[src/rtl/start_for_srl_fifo_ctrl.sv]
// start_for_srl_fifo_ctrl
//   Shallow SRL-style FIFO (controller plus storage) used for start tokens and
//   small data between dataflow processes. New words shift in at entry 0; the
//   oldest word sits at entry cnt-1 and is presented first-word-fall-through.
//
// Ports
//   clk               rising-edge clock
//   ap_rst_n          asynchronous active-low reset
//   if_full_n         high when a word can be accepted
//   if_write_ce       producer clock-enable qualifier
//   if_write          producer write request
//   if_din            write data
//   if_empty_n        high when if_dout holds a valid word
//   if_read_ce        consumer clock-enable qualifier
//   if_read           consumer pop request
//   if_dout           oldest stored word (combinational from storage)
//   if_num_data_valid current occupancy
module start_for_srl_fifo_ctrl #(
  parameter int DATA_WIDTH = 1,
  parameter int ADDR_WIDTH = 3,
  parameter int DEPTH      = 6
) (
  input  logic                  clk,
  input  logic                  ap_rst_n,
  output logic                  if_full_n,
  input  logic                  if_write_ce,
  input  logic                  if_write,
  input  logic [DATA_WIDTH-1:0] if_din,
  output logic                  if_empty_n,
  input  logic                  if_read_ce,
  input  logic                  if_read,
  output logic [DATA_WIDTH-1:0] if_dout,
  output logic [ADDR_WIDTH:0]   if_num_data_valid
);

  localparam logic [ADDR_WIDTH:0]   CNT_ONE  = (ADDR_WIDTH+1)'(1);
  localparam logic [ADDR_WIDTH:0]   CNT_LAST = (ADDR_WIDTH+1)'(DEPTH-1);
  localparam logic [ADDR_WIDTH-1:0] ADDR_ONE = ADDR_WIDTH'(1);

  logic [DATA_WIDTH-1:0] srl_sig [DEPTH];
  logic [ADDR_WIDTH:0]   cnt;
  logic [ADDR_WIDTH-1:0] addr;
  logic                  full_n;
  logic                  empty_n;
  logic                  wr;
  logic                  rd;

  assign wr = if_write & if_write_ce & full_n;
  assign rd = if_read  & if_read_ce  & empty_n;

  // Storage is not reset; it shifts only on an accepted write.
  always_ff @(posedge clk) begin
    if (wr) begin
      for (int unsigned i = DEPTH - 1; i > 0; i--) begin
        srl_sig[i] <= srl_sig[i-1];
      end
      srl_sig[0] <= if_din;
    end
  end

  // addr is kept registered next to cnt as cnt-1 (0 when empty), so the read
  // mux never sees a wrapped subtract. On wr & rd both hold: the shift alone
  // moves the second-oldest word into the read slot.
  always_ff @(posedge clk or negedge ap_rst_n) begin
    if (!ap_rst_n) begin
      cnt     <= '0;
      addr    <= '0;
      empty_n <= 1'b0;
      full_n  <= 1'b1;
    end else if (wr && !rd) begin
      cnt     <= cnt + CNT_ONE;
      addr    <= (cnt == '0) ? '0 : addr + ADDR_ONE;
      empty_n <= 1'b1;
      full_n  <= (cnt != CNT_LAST);
    end else if (rd && !wr) begin
      cnt     <= cnt - CNT_ONE;
      addr    <= (cnt == CNT_ONE) ? '0 : addr - ADDR_ONE;
      full_n  <= 1'b1;
      empty_n <= (cnt != CNT_ONE);
    end
  end

  assign if_dout           = srl_sig[addr];
  assign if_full_n         = full_n;
  assign if_empty_n        = empty_n;
  assign if_num_data_valid = cnt;

endmodule

[config.mk]
export PLATFORM = sky130hd
export DESIGN_NAME = start_for_srl_fifo_ctrl
export DESIGN_NICKNAME = d
export VERILOG_FILES = /design/src/rtl/start_for_srl_fifo_ctrl.sv
export SDC_FILE = /design/constraint.sdc
export NUM_CORES = 1
export LEC_CHECK = 0
export CAP_MARGIN = 20
export CELL_PAD_IN_SITES_DETAIL_PLACEMENT = 1
export CELL_PAD_IN_SITES_GLOBAL_PLACEMENT = 1
export CORE_UTILIZATION = 36
export DETAILED_ROUTE_END_ITERATION = 6
export PLACE_DENSITY = 0.83
export SLEW_MARGIN = 20
export SYNTH_ARGS = -nofsm -noshare
export SYNTH_HDL_FRONTEND = slang
export SYNTH_SLANG_ARGS = --single-unit
export TNS_END_PERCENT = 20
[constraint.sdc]
create_clock -name clk -period 1.7 [get_ports clk]
set_input_delay 0.51 -clock clk [delete_from_list [all_inputs] [get_ports clk]]
set_output_delay 0.51 -clock clk [all_outputs]
set_load 0.02 [all_outputs]
# After elaboration in Yosys (flattened, before gate mapping)
# Memories as Yosys holds them, arrays and structs flattened.
# Cells that the tools add are included.
[word_totals] n_memories=1 mem_bits_rw=6 regBits=9
[classes] add_sub_neg=4 n_reduce_logical=6 mux=12 n_eq_ne=3 n_bitwise=4
[mem_list] name="srl_sig" depth=6 word_bits=1 rd=6 rd_clocked_by_memory_dff=0 wr=6 line="40" rtl="logic [DATA_WIDTH-1:0] srl_sig [DEPTH];"
[op_table] op="two-way mux 3 bit" n=4
[op_table] op="two-way mux 4 bit" n=2
[op_table] op="two-way mux 1 bit" n=6
[op_table] op="adder 4 x 1 -> 4 bit (second input constant)" n=1
[op_table] op="bitwise AND 1 bit" n=4
[op_table] op="== test 4 x 1 -> 1 bit (second input constant)" n=1
[op_table] op="zero test 4 bit" n=1
[op_table] op="inequality test 4 x 1 -> 1 bit (second input constant)" n=1
[op_table] op="inequality test 4 x 3 -> 1 bit (second input constant)" n=1
[op_table] op="subtractor 4 x 1 -> 4 bit (second input constant)" n=1
[op_table] op="adder 3 x 1 -> 3 bit (second input constant)" n=1
[op_table] op="subtractor 3 x 1 -> 3 bit (second input constant)" n=1
[op_table] op="logical AND 1 bit" n=2
[op_table] op="zero test 1 bit" n=2
[op_table] op="nonzero test 2 bit" n=1

# Longest topological paths before layout
[depth] word_depth=6 depth_mapped=6 depth_no_buf=5

# Least setup slack after synthesis
# Ideal clock, no wire load.
[synth_path] path_type="input -> register" start="input port if_write" end="register cnt[3] (netlist: if_num_data_valid[3])" setup_slack_ps=-178 required_ps=1620 arrival_time_ps=1798 cell_stages=5 setup_time_ps=80 cell_sequence="and3_1 -> ha_1 -> or4_4 -> a21oi_2 -> xor2_1"
[synth_between] elab_chain_cells=5 word_cells_on_any_way=7 cone_classes="1 x mux; 2 x bitwise; 4 x reduce/logical"
[synth_lines] element="start: declaration" line="27" rtl="input logic if_write,"
[synth_lines] element="bitwise AND 1 bit * (2 in series)" line="48" rtl="assign wr = if_write & if_write_ce & full_n;"
[synth_lines] element="zero test 1 bit" line="75" rtl="end else if (rd && !wr) begin"
[synth_lines] element="logical AND 1 bit" line="75"
[synth_lines] element="nonzero test 2 bit (no source line)"
[synth_lines] element="end signal: assignment" line="71" rtl="cnt <= cnt + CNT_ONE;"
[synth_lines] element="end signal: assignment" line="76" rtl="cnt <= cnt - CNT_ONE;"
[synth_lines] element="end: declaration" line="41" rtl="logic [ADDR_WIDTH:0] cnt;"
# Mark *: on every way between the ends. The rest lies on a longest branch, timed or not.
# A chain may end at the register's enable or synchronous reset.

# Worst setup path after layout
[layout_path] start="register addr[0]" end="output port if_dout"
[layout_between] elab_chain_cells=1
[layout_lines] element="start: declaration" line="42" rtl="logic [ADDR_WIDTH-1:0] addr;"
[layout_lines] element="start signal: assignment" line="72" rtl="addr <= (cnt == '0) ? '0 : addr + ADDR_ONE;"
[layout_lines] element="start signal: assignment" line="77" rtl="addr <= (cnt == CNT_ONE) ? '0 : addr - ADDR_ONE;"
[layout_lines] element="memory read (6 x 1 bit)"
[layout_lines] element="end: declaration" line="32" rtl="output logic [DATA_WIDTH-1:0] if_dout,"
# No other way between the ends.

==> qor.csv <==
metric,value,unit
p_int,1.003,mW
clock_skew,0.001734,ns
dr.pass1.iters,4,
first_iter_violations,2,
cts_hold_buffers,0,
r2r_end,addr[2],
fin_cells,128,
avgSynthCellArea,11.81,sq um
power_switching,660.6,uW
ant_nets,0,
power.total,1.664,mW
synth.distinct_cells,32,
irDropWorstVdd,0.0007625,V
finalHoldViolCount,0,
antenna_found_initial,0,
start_util,37.90,%
syn_to_final_growth,37.46,%
period_needed,1.975,ns
max_cap_violations,0,
powerDensity,1444,mW/mm^2
placed_cells,124,
cp_max_fo,2,
grt_overflow_total,0,
period_share,116.2,%
clkPwrFrac,11.8,%
p_leak,0.5098,nW
drive_gt1_share,32.00,%
worst_slack,-0.2746,ns
final_cell_mix,"buf_4 (15), dfrtp_1 (8), ha_1 (7)",
clock_path_buffers,2,
violations,setup timing,
synth_top_cell_area_share,23.88,%
wl,1913,um
cts_buffers,3,
tightest_slew,0.4415,ns
grt_setup_unrepaired,yes,
layout_commonest_cell,buf_4,
yosysSeqAreaShare,48.51,%
die_h,50.26,um
drv_slew,0,
path_clk_slew,0.08,ns
grt_busiest_layer,met2,
cp.arrival,1.46,ns
final_util,52.09,%
comb_power_share,53.3,%
synth.cell_area,838.3,sq um
reg2reg_depth,5,
syn_inst,71,
synth-async-reset-ratio,60.00,%
die_w,50.26,um
io_buffers,13,
status,finished with violations,
seq_power_share,34.9,%
reg2reg_from,if_num_data_valid[1],
dieArea,0.002526,sq mm
via_count,648,
cts.sinks,15,
via_per_inst,5.063,
min_path_cells,0,
htreeDepth,1,
use_met3,1.818,%
clk_latency,0.27,ns
core.rowCount,17,
crit_required,1.19,ns
cts_tree,yes,
syn-num-nets,86,
synth_area_leaders,"dfrtp_1 (24%), edfxtp_1 (21%), ha_1 (12%), mux2i_1 (3.6%), dfstp_2 (3.1%)",
slew_headroom,70.48,%
ys_seq_elements,15,
setup_viol,3,
grt_use_met1,22.14,%
coreArea,0.002212,sq mm
hold_ws,0.4517,ns
switching_share,39.71,%
drc,0,
hold_path_class,register to register,
antenna_cells,0,
crit_path_end,if_dout,
routabilityCongestion,0.7346,
ios,14,
grt_pass1_wl,3387,um
grt_max_degree,10,
cp-end-kind,output pin,
synth-edff-count,6,
worstSetupStartpoint,addr[0],
dpl.hpwl,1564,um
ys.warnings.count,0,
grtUsageMet2,33.11,%
grt_pass1_vias,736,
synth_flop_cell,dfrtp_1,
fmaxAchievable,0.5064,GHz
nets,116,
clockRootBuffer,clkbuf_4,
synth_area_leader_cell,dfrtp_1,
track_usage,18.19,%
cp-start-kind,register,
wire_per_inst,14.95,um
crit_type,register to output pin,
r2r_slack,0.02,ns
## power groups by stage
stage	Clock [mW]	Combinational, mW	Sequential [mW]
after floorplan	0	0.418	0.668
after global placement	0	0.870	0.575
after detailed placement	0	0.916	0.591
after CTS	0.205	0.878	0.581
after global routing	0.222	0.987	0.595
final	0.196	0.887	0.581
## through the flow
step                      setup WS (ns)  cell area (sq um)  TNS (ns)
after floorplan                 0.01517              872.1         0
after global placement          -0.3617               1120    -2.699
after detailed placement        -0.4431               1120    -3.121
after CTS                       -0.3035               1145   -0.4031
after global routing            -0.3731               1152   -0.6557
final                           -0.2746               1152   -0.3705
## cell type report
class / instances / area [sq um]
sequential: 15 / 406.6
tap: 28 / 35.03
multi-input combinational: 47 / 430.4
inverter: 6 / 22.52
timing repair buffer: 28 / 231.5
fill: 246 / 1060
clock buffer: 4 / 26.28
## cells by family after synthesis
group | count (synthesis) | share of synthesized area, %
AND/OR/NAND/NOR | 20 | 14.78
flip-flops | 15 | 48.51
AO/OA/AOI/OAI | 11 | 9.702
buffers and inverters | 9 | 4.328
adder cells (fa/ha/maj) | 8 | 11.94
multiplexers | 5 | 7.612
XOR/XNOR | 3 | 3.135
## layer usage
| metal | vias up | share of wire, % |
|---|---|---|
| li1 | 315 | - |
| met1 | 324 | 45 |
| met2 | 7 | 53 |
| met3 | 2 | 1.5 |
| met4 | 0 | 0.31 |
| met5 | - | 0 |
## cells in the mapped netlist (2+ instances only)
library cell,number
mux2i_1,3
buf_2,2
ha_1,8
o21ai_0,2
nand2_1,4
dfrtp_1,8
inv_1,6
nand4b_1,2
a21oi_1,3
xor2_1,3
nor2_1,3
edfxtp_1,6
or3b_1,2
## worst min-delay path by stage
| stage | end | from | slack (ns) |
|---|---|---|---|
| 2_1_floorplan | addr[0] | ap_rst_n | 0.21 |
| 4_1_cts | srl_sig[4] | srl_sig[3] | 0.45 |
| 3_3_place_gp | srl_sig[4] | srl_sig[3] | 0.42 |
| 6_report | srl_sig[4] | srl_sig[3] | 0.45 |
| 3_5_place_dp | srl_sig[4] | srl_sig[3] | 0.43 |
| 5_1_grt | srl_sig[4] | srl_sig[3] | 0.47 |
## sequential cells by signal (all words and copies together) (netlist names)
register           count
if_num_data_valid      4
addr                   3
if_empty_n             1
srl_sig                6
if_full_n              1
## critical path, cell delays in order (launching register included)
cell and delay (ns):
dfrtp_1 0.39, mux4_2 0.51, nor2_2 0.09, a21oi_1 0.04, buf_2 0.16
## what timing repair did
item                                    CTS  global route
pin swaps                                 1             1
gates resized for setup                  13             4
setup buffers                             0             0
endpoints found under the setup margin   12             8
Note: power is estimated with default switching activity, not from simulation.
